==> config.mk <==
export PLATFORM = sky130hd
export DESIGN_NAME = clock_display_scan
export DESIGN_NICKNAME = d
export VERILOG_FILES = /design/src/rtl/clock_display_scan.sv
export SDC_FILE = /design/constraint.sdc
export NUM_CORES = 1
export LEC_CHECK = 0
export BUFFER_PORTS_ARGS = -buffer_cell sky130_fd_sc_hd__buf_2
export CAP_MARGIN = 20
export CORE_MARGIN = 2
export CORE_UTILIZATION = 37
export DETAILED_ROUTE_END_ITERATION = 10
export PLACE_DENSITY_LB_ADDON = 0.05
export SKIP_CTS_REPAIR_TIMING = 1
export SLEW_MARGIN = 5
export SYNTH_ARGS = -nofsm -noshare
export SYNTH_HDL_FRONTEND = slang
export SYNTH_SLANG_ARGS = --single-unit
==> constraint.sdc <==
create_clock -name clk -period 5.51 [get_ports clk]
set_input_delay 0 -clock clk [delete_from_list [all_inputs] [get_ports clk]]
set_output_delay 0 -clock clk [all_outputs]
set_load 0.01 [all_outputs]
==> src/rtl/clock_display_scan.sv <==
// clock_display_scan: scans a once-per-frame snapshot of packed BCD time/date digits
// onto an 8-digit common-segment 7-segment display, with a debounced-free page toggle.
module clock_display_scan #(
    parameter int SCAN_DIV   = 50000,
    parameter bit BLANK_LEAD = 1'b1
) (
    input  logic        clk,
    input  logic        rst_n,
    input  logic        mode,
    input  logic [7:0]  sec_bcd,
    input  logic [7:0]  min_bcd,
    input  logic [7:0]  hour_bcd,
    input  logic [7:0]  day_bcd,
    input  logic [7:0]  month_bcd,
    input  logic [15:0] year_bcd,
    output logic [6:0]  seg_n,
    output logic        dp_n,
    output logic [7:0]  an_n,
    output logic        page,
    output logic        frame_start,
    output logic        bcd_err
);

    localparam int               DIV_W    = (SCAN_DIV > 1) ? $clog2(SCAN_DIV) : 1;
    localparam logic [DIV_W-1:0] DIV_LAST = DIV_W'(SCAN_DIV - 1);

    typedef enum logic {
        PAGE_TIME = 1'b0,
        PAGE_DATE = 1'b1
    } page_e;

    typedef struct packed {
        logic [7:0]  sec;
        logic [7:0]  min;
        logic [7:0]  hour;
        logic [7:0]  day;
        logic [7:0]  month;
        logic [15:0] year;
    } snap_t;

    // Lit-segment pattern {g..a}; non-decimal nibbles light nothing.
    function automatic logic [6:0] seg_decode(input logic [3:0] nib);
        logic [6:0] pat;
        pat = 7'h00;
        case (nib)
            4'd0:    pat = 7'h3F;
            4'd1:    pat = 7'h06;
            4'd2:    pat = 7'h5B;
            4'd3:    pat = 7'h4F;
            4'd4:    pat = 7'h66;
            4'd5:    pat = 7'h6D;
            4'd6:    pat = 7'h7D;
            4'd7:    pat = 7'h07;
            4'd8:    pat = 7'h7F;
            4'd9:    pat = 7'h6F;
            default: pat = 7'h00;
        endcase
        return pat;
    endfunction

    logic [DIV_W-1:0] r_div_cnt;
    logic [2:0]       r_digit_idx;
    page_e            r_page;
    logic             r_pending;
    logic             r_mode_s1;
    logic             r_mode_s2;
    logic             r_mode_prev;
    snap_t            r_snap;
    logic [6:0]       r_seg_n;
    logic             r_dp_n;
    logic [7:0]       r_an_n;
    logic             r_frame_start;
    logic             r_bcd_err;

    logic             w_tick;
    logic             w_frame_end;
    logic             w_mode_rise;
    logic [2:0]       w_idx_next;
    snap_t            w_snap_next;
    page_e            w_page_next;
    logic [3:0]       w_nib;
    logic             w_blank;
    logic             w_dp;
    logic             w_bad_nib;
    logic [7:0]       w_an_next;
    logic [6:0]       w_seg_next;
    logic             w_dp_n_next;

    assign w_tick      = (r_div_cnt == DIV_LAST);
    assign w_frame_end = w_tick && (r_digit_idx == 3'd7);
    assign w_mode_rise = r_mode_s2 && !r_mode_prev;
    assign w_idx_next  = r_digit_idx + 3'd1;

    // The decoded digit uses snapshot/page as they will be after this tick,
    // so a page change lands exactly on digit 0 of the new frame.
    assign w_snap_next = w_frame_end ? '{sec: sec_bcd, min: min_bcd, hour: hour_bcd,
                                         day: day_bcd, month: month_bcd, year: year_bcd}
                                     : r_snap;
    assign w_page_next = w_frame_end ? page_e'(r_page ^ r_pending) : r_page;

    // NOTE: sequential state uses non-blocking assignments so every flop samples pre-edge values.
    always_ff @(posedge clk or negedge rst_n) begin
        if (!rst_n) begin
            r_mode_s1   <= 1'b0;
            r_mode_s2   <= 1'b0;
            r_mode_prev <= 1'b0;
        end else begin
            r_mode_s1   <= mode;
            r_mode_s2   <= r_mode_s1;
            r_mode_prev <= r_mode_s2;
        end
    end

    always_ff @(posedge clk or negedge rst_n) begin
        if (!rst_n) begin
            r_div_cnt   <= '0;
            r_digit_idx <= 3'd0;
        end else begin
            r_div_cnt <= w_tick ? '0 : r_div_cnt + DIV_W'(1);
            if (w_tick) begin
                r_digit_idx <= w_idx_next;
            end
        end
    end

    // A rise seen in the boundary cycle re-arms pending rather than being dropped.
    always_ff @(posedge clk or negedge rst_n) begin
        if (!rst_n) begin
            r_page    <= PAGE_TIME;
            r_pending <= 1'b0;
        end else if (w_frame_end) begin
            r_page    <= w_page_next;
            r_pending <= w_mode_rise;
        end else if (w_mode_rise) begin
            r_pending <= 1'b1;
        end
    end

    // NOTE: the snapshot bank is reset because the first frame after reset displays it.
    always_ff @(posedge clk or negedge rst_n) begin
        if (!rst_n) begin
            r_snap <= '0;
        end else begin
            r_snap <= w_snap_next;
        end
    end

    // NOTE: every always_comb output gets a default first, so no path can infer a latch.
    always_comb begin
        w_nib   = 4'h0;
        w_blank = 1'b0;
        w_dp    = 1'b0;
        if (w_page_next == PAGE_TIME) begin
            case (w_idx_next)
                3'd0: w_nib = w_snap_next.sec[3:0];
                3'd1: w_nib = w_snap_next.sec[7:4];
                3'd2: begin
                    w_nib = w_snap_next.min[3:0];
                    w_dp  = 1'b1;
                end
                3'd3: w_nib = w_snap_next.min[7:4];
                3'd4: begin
                    w_nib = w_snap_next.hour[3:0];
                    w_dp  = 1'b1;
                end
                3'd5: begin
                    w_nib   = w_snap_next.hour[7:4];
                    w_blank = BLANK_LEAD && (w_snap_next.hour[7:4] == 4'h0);
                end
                default: w_blank = 1'b1;
            endcase
        end else begin
            case (w_idx_next)
                3'd0: w_nib = w_snap_next.year[3:0];
                3'd1: w_nib = w_snap_next.year[7:4];
                3'd2: w_nib = w_snap_next.year[11:8];
                3'd3: w_nib = w_snap_next.year[15:12];
                3'd4: begin
                    w_nib = w_snap_next.month[3:0];
                    w_dp  = 1'b1;
                end
                3'd5: w_nib = w_snap_next.month[7:4];
                3'd6: begin
                    w_nib = w_snap_next.day[3:0];
                    w_dp  = 1'b1;
                end
                default: begin
                    w_nib   = w_snap_next.day[7:4];
                    w_blank = BLANK_LEAD && (w_snap_next.day[7:4] == 4'h0);
                end
            endcase
        end
    end

    assign w_bad_nib   = !w_blank && (w_nib > 4'd9);
    assign w_an_next   = w_blank ? 8'hFF : ~(8'd1 << w_idx_next);
    assign w_seg_next  = w_blank ? 7'h7F : ~seg_decode(w_nib);
    assign w_dp_n_next = ~(w_dp && !w_blank);

    always_ff @(posedge clk or negedge rst_n) begin
        if (!rst_n) begin
            r_an_n        <= 8'hFF;
            r_seg_n       <= 7'h7F;
            r_dp_n        <= 1'b1;
            r_frame_start <= 1'b0;
            r_bcd_err     <= 1'b0;
        end else begin
            r_frame_start <= w_frame_end;
            if (w_tick) begin
                r_an_n    <= w_an_next;
                r_seg_n   <= w_seg_next;
                r_dp_n    <= w_dp_n_next;
                r_bcd_err <= r_bcd_err | w_bad_nib;
            end
        end
    end

    assign seg_n       = r_seg_n;
    assign dp_n        = r_dp_n;
    assign an_n        = r_an_n;
    assign page        = r_page;
    assign frame_start = r_frame_start;
    assign bcd_err     = r_bcd_err;

    a_anode_onehot: assert property (@(posedge clk) disable iff (!rst_n)
        (an_n == 8'hFF) || $onehot(~an_n));

    a_frame_on_idx0: assert property (@(posedge clk) disable iff (!rst_n)
        frame_start |-> (r_digit_idx == 3'd0));

    a_err_sticky: assert property (@(posedge clk) disable iff (!rst_n)
        bcd_err |=> bcd_err);

endmodule

# After elaboration in Yosys (flattened, before gate mapping)
# Memories as Yosys holds them, arrays and structs flattened.
# Cells that the tools add are included.
[totals]
regBits = 98
word_cells = 66
romBits = 112
memories = 1
[memory_table]
columns = ["name", "words", "word_bits", "rd", "rd_ports_with_merged_regs", "write_ports", "line", "text"]
rows = [
  ["(name not given)", 16, 7, 1, 0, 0, "45", "case (nib)"],
]
[classes]
eq_ne = 8
bitwise = 5
add_sub_neg = 2
magnitude_cmp = 1
mux = 16
n_shift = 1
reduce_logical = 14
[ops]
columns = ["operator", "count"]
rows = [
  ["$mux W56", 1],
  ["$pmux W4 S7", 1],
  ["$pmux W4 S6", 1],
  ["$add A16 B1 Y16 const B", 1],
  ["$eq A16 B16 Y1 const B", 1],
  ["$mux W16", 1],
  ["$eq A3 B3 Y1 const B", 4],
  ["$logic_not A4 Y1", 2],
  ["$mux W1", 8],
  ["$mux W8", 1],
  ["$not A8 Y8", 1],
  ["$shl A1 B3 Y8 const A", 1],
  ["$mux W7", 1],
  ["$not A7 Y7", 1],
  ["$reduce_or A7 Y1", 1],
  ["$eq A3 B2 Y1 const B", 2],
  ["$reduce_or A5 Y1", 1],
  ["$gt A4 B4 Y1 const B", 1],
  ["$logic_and A1 B1 Y1", 4],
  ["$mux W4", 1],
  ["$reduce_or A2 Y1", 2],
  ["$add A3 B1 Y3 const B", 1],
  ["$eq A3 B1 Y1 const B", 1],
  ["$logic_not A3 Y1", 1],
  ["6 further kinds", 7],
]

# Logic depth before layout (Yosys ltp)
[logic_depth]
ltp_word = 9
ltp_mapped = 16
ltp_nobuf = 15

# Worst setup path after synthesis
# OpenSTA, ideal clock, no wires.
[synth_timing]
kind = "flip-flop to flip-flop"
start = "register r_div_cnt[5]"
end = "register r_seg_n[4] (netlist: seg_n[4])"
stages_incl_launch_ff = 14
required_time_ns = 5.437
slack_ns = 1.831
arrival_time_ns = 3.606
period_less_slack_ns = 3.679
n_path_buf = 1
cell_sequence = "dfrtp_1 > or4_4 > nor4_4 > buf_2 > mux2_2 > a22oi_1 > nand3_1 > o21ai_0 > a21boi_1 > inv_1 > ha_1 > nor2b_1 > a211o_1 > a21oi_1"
[synth_rtl]
columns = ["element", "line", "text"]
rows = [
  ["start, declared", "61", "logic [DIV_W-1:0] r_div_cnt;"],
  ["start signal, assigned", "119", "r_div_cnt <= w_tick ? '0 : r_div_cnt + DIV_W'(1);"],
  ["end signal, assigned", "211", "r_seg_n <= w_seg_next;"],
  ["end, declared", "69", "logic [6:0] r_seg_n;"],
]

==> results.sh <==
export IMPL_row_count=40
export IMPL_max_stage_delay_cell_worst_path="or4_4"
export IMPL_synth_simple_area_share_pct=14.58
export IMPL_detail_route_drc_violations=0
export IMPL_detailed_place_hpwl_um=7739
export IMPL_diodes=0
export IMPL_worst_pin_slew_ns=0.7159
export IMPL_drt_iter0_drc=109
export IMPL_leakagePower_nw=2.913
export IMPL_grt_use_met2_pct=28.14
export IMPL_cts_buffers_inserted=9
export IMPL_grt_pass1_wl_um=17440
export IMPL_cp_required_ns=5.79
export IMPL_busiest_layer="met2"
export IMPL_globalRouteOverflowTotal=0
export IMPL_starting_density_of_the_core_pct=38.32
export IMPL_critPathArrivalTime_ns=4.43
export IMPL_groute_layer_met1_usage_pct=23.28
export IMPL_dieArea_um2=13510
export IMPL_synth_commonest_cells="dfrtp_1, nand2_1, mux2_2"
export IMPL_finish_cell_count_without_fillers=724
export IMPL_grt_antenna_before_repair=0
export IMPL_rsz_0062_raised_after_global_routing="no"
export IMPL_max_stage_delay_ns=0.60
export IMPL_async_reset_ff_share_pct=100.0
export IMPL_post_synth_edffs=0
export IMPL_clock_tree_root="clkbuf_16"
export IMPL_yosys_warnings=0
export IMPL_postSynthNetCount=490
export IMPL_drt_antenna_violating_nets=0
export IMPL_core_area_um2=12160
export IMPL_run_status="complete, no violations"
export IMPL_post_route_cells_drive_above_1_share_pct=30.76
export IMPL_groute_layer_met3_usage_pct=3.684
export IMPL_hp_class="input pin to asynchronous set/reset pin"
export IMPL_global_route_usage_total_pct=17.42
export IMPL_die_height_um=116.2
export IMPL_via_count=3528
export IMPL_tritoncts="done"
export IMPL_io_pin_count=78
export IMPL_fraction_of_the_mapped_netlist_area_in_compound_gates_pct=10.20
export IMPL_seq_area_frac_synth_pct=53.05
export IMPL_maxCapViolCount=0
export IMPL_critical_path_max_fanout=62
export IMPL_pwr_density_cell_nw_per_um2=243.9
export IMPL_fin_tns_setup_ns=0
export IMPL_final_max_slew_viol_count=0
export IMPL_netlist_area_um2=4661
export IMPL_vias_in_the_first_global_route=3283
export IMPL_per_instance_average_area_after_synthesis_um2=11.12
export IMPL_setup_worst_path_class="flip-flop to flip-flop"
export IMPL_finalSetupViolations=0
export IMPL_timing_critical_path_from_type="flip-flop"
export IMPL_ir_worst_vdd_uv=137.3
export IMPL_synthXorXnorAreaFrac_pct=3.195
export IMPL_fin_crit_sh_pct=75.33
export IMPL_final_nets=622
export IMPL_fin_skew_ns=0.005721
export IMPL_syn_instance_count=419
export IMPL_r2r_worst_path_cells=13
export IMPL_post_synth_fa_ha_maj_area_fraction_pct=3.221
export IMPL_cts_clk_slew_worst_paths_ns=0.07
export IMPL_buffer_ports_inserted=77
export IMPL_drtPass1Iterations=4
export IMPL_synth_seq_cells=98
export IMPL_wl_per_cell_um=16.28
export IMPL_dieWidth_um=116.2
export IMPL_synth_top_family_by_area="simple AND/OR/NAND/NOR gates"
export IMPL_clock_sink_count=98
export IMPL_cts_max_level=3
export IMPL_crit_chain="or4_4 -> nor4_4 -> buf_12 -> mux2_2 -> a22oi_1 -> nand3_1 -> o21ai_0 -> a21boi_1 -> inv_1 -> ha_1 -> nor2b_1 -> a211o_1 -> a21oi_1"
export IMPL_synth_cell_type_count=52
export IMPL_area_growth_syn_to_layout_pct=31.79
export IMPL_cell_count_post_placement=650
export IMPL_synth_mux_area_share_pct=12.62
export IMPL_route_final_wire_length_um=11780
export IMPL_post_route_min_period_ns=4.151
export IMPL_yosysMostFrequentCell="dfrtp_1"
export IMPL_detail_route_vias_per_cell=4.873
export IMPL_slew_limit_headroom_pct=51.91
export IMPL_synth_main_ff_cell="dfrtp_1"
export IMPL_placer_s_final_routability_congestion_estimate=0.7618
export IMPL_timing_critical_path_to_type="flip-flop"
export IMPL_clk_insertion_delay_late_ns=0.35
export IMPL_max_frequency_mhz=240.9
export IMPL_yosysTopAreaCell="dfrtp_1"
export IMPL_hold_viol_final=0
export IMPL_ys_top_cells_by_area="dfrtp_1, mux2_2, dfstp_2"
export IMPL_portion_of_synthesized_cell_area_occupied_by_the_leading_cell_type_pct=44.03
export IMPL_clockBufferDepth=2
export IMPL_pin_count_of_the_biggest_net_entering_global_routing=63
[where the power goes]
part	switching (mW)	internal, mW	total (mW)
combinational	0.0276	0.0423	0.0699
clock	0.272	0.434	0.707
sequential	0.000396	0.721	0.721
total	0.300	1.20	1.50
[cell usage in the layout (no fill, tap or decap), types with 13 or more instances in the layout]
master         count
dlygate4sd3_1     58
a22oi_1           19
nor2_1            31
dfstp_2           16
dfrtp_1           82
nand2_1           52
mux2_2            46
nand3_1           13
buf_2             76
a21oi_1           18
[logic make-up after synthesis]
family	after synthesis
and+or+nand+nor	137
buffers and inverters	33
AOI/OAI and AO/OA	69
DFF	98
xor gates and xnor gates	17
muxes	53
adders and majority gates	12
[state kept, by name, indices dropped and copies added (netlist names)]
| name | cells |
|---|---|
| r_mode_s2 | 1 |
| r_mode_prev | 1 |
| seg_n | 7 |
| r_mode_s1 | 1 |
| page | 1 |
| bcd_err | 1 |
| r_pending | 1 |
| frame_start | 1 |
| r_snap | 56 |
| r_digit_idx | 3 |
| dp_n | 1 |
| an_n | 8 |
| r_div_cnt | 16 |
[per-layer routing]
metal	vias up	routed length, µm
met5	-	0
met4	0	122
met3	8	346
met2	62	5686
met1	1723	5628
li1	1735	-
[worst paths after layout]
path / from / to / slack, ns
worst max-delay path: r_div_cnt[5]$_DFF_PN0_ / seg_n[4]$_DFFE_PN1N_ / 1.36
worst min-delay path: rst_n / r_snap[4]$_DFF_PN0_ / 0.19
worst max register to register: r_div_cnt[5]$_DFF_PN0_ / seg_n[4]$_DFFE_PN1N_ / 1.36
worst min register to register: r_mode_s1$_DFF_PN0_ / r_mode_s2$_DFF_PN0_ / 0.35
max in group asynchronous: rst_n / bcd_err$_DFFE_PN0N_ / 4.23
min in group clk: mode / r_mode_s1$_DFF_PN0_ / 0.29
[layout make-up]
type | instances | area, µm²
clock buffers | 12 | 266.5
flip-flops and latches | 98 | 2472
well taps | 168 | 210.2
multi-input cells | 288 | 2042
repair buffers | 142 | 1033
fillers | 1124 | 6020
inverters | 12 | 45.04
clock inverters | 4 | 72.57
[metrics by stage]
| step | util [%] | hold WS (ns) | power [mW] | setup WS (ns) | area (µm²) |
|---|---|---|---|---|---|
| 4_1_cts | 45.73 | -0.3381 | 1.487 | 1.363 | 5562 |
| 3_3_place_gp | 42.94 | 0.04353 | 0.7740 | 1.461 | 5223 |
| 5_1_grt | 50.50 | 0.2383 | 1.549 | 1.064 | 6142 |
| 6_report | 50.50 | 0.1914 | 1.498 | 1.359 | 6142 |
| 2_1_floorplan | - | -0.2956 | 0.7355 | 1.831 | 4661 |
| 3_5_place_dp | 42.94 | 0.04090 | 0.7740 | 1.397 | 5223 |
[critical path, delay by kind of cell, from the launching register on]
| kind | cells | cell delay (ns) |
|---|---|---|
| compound gates | 5 | 1.33 |
| fa+ha+maj | 1 | 0.23 |
| buf+inv | 2 | 0.49 |
| flops | 1 | 0.43 |
| mux | 1 | 0.39 |
| simple gates | 4 | 1.17 |
(Power assumes the default switching activity.)
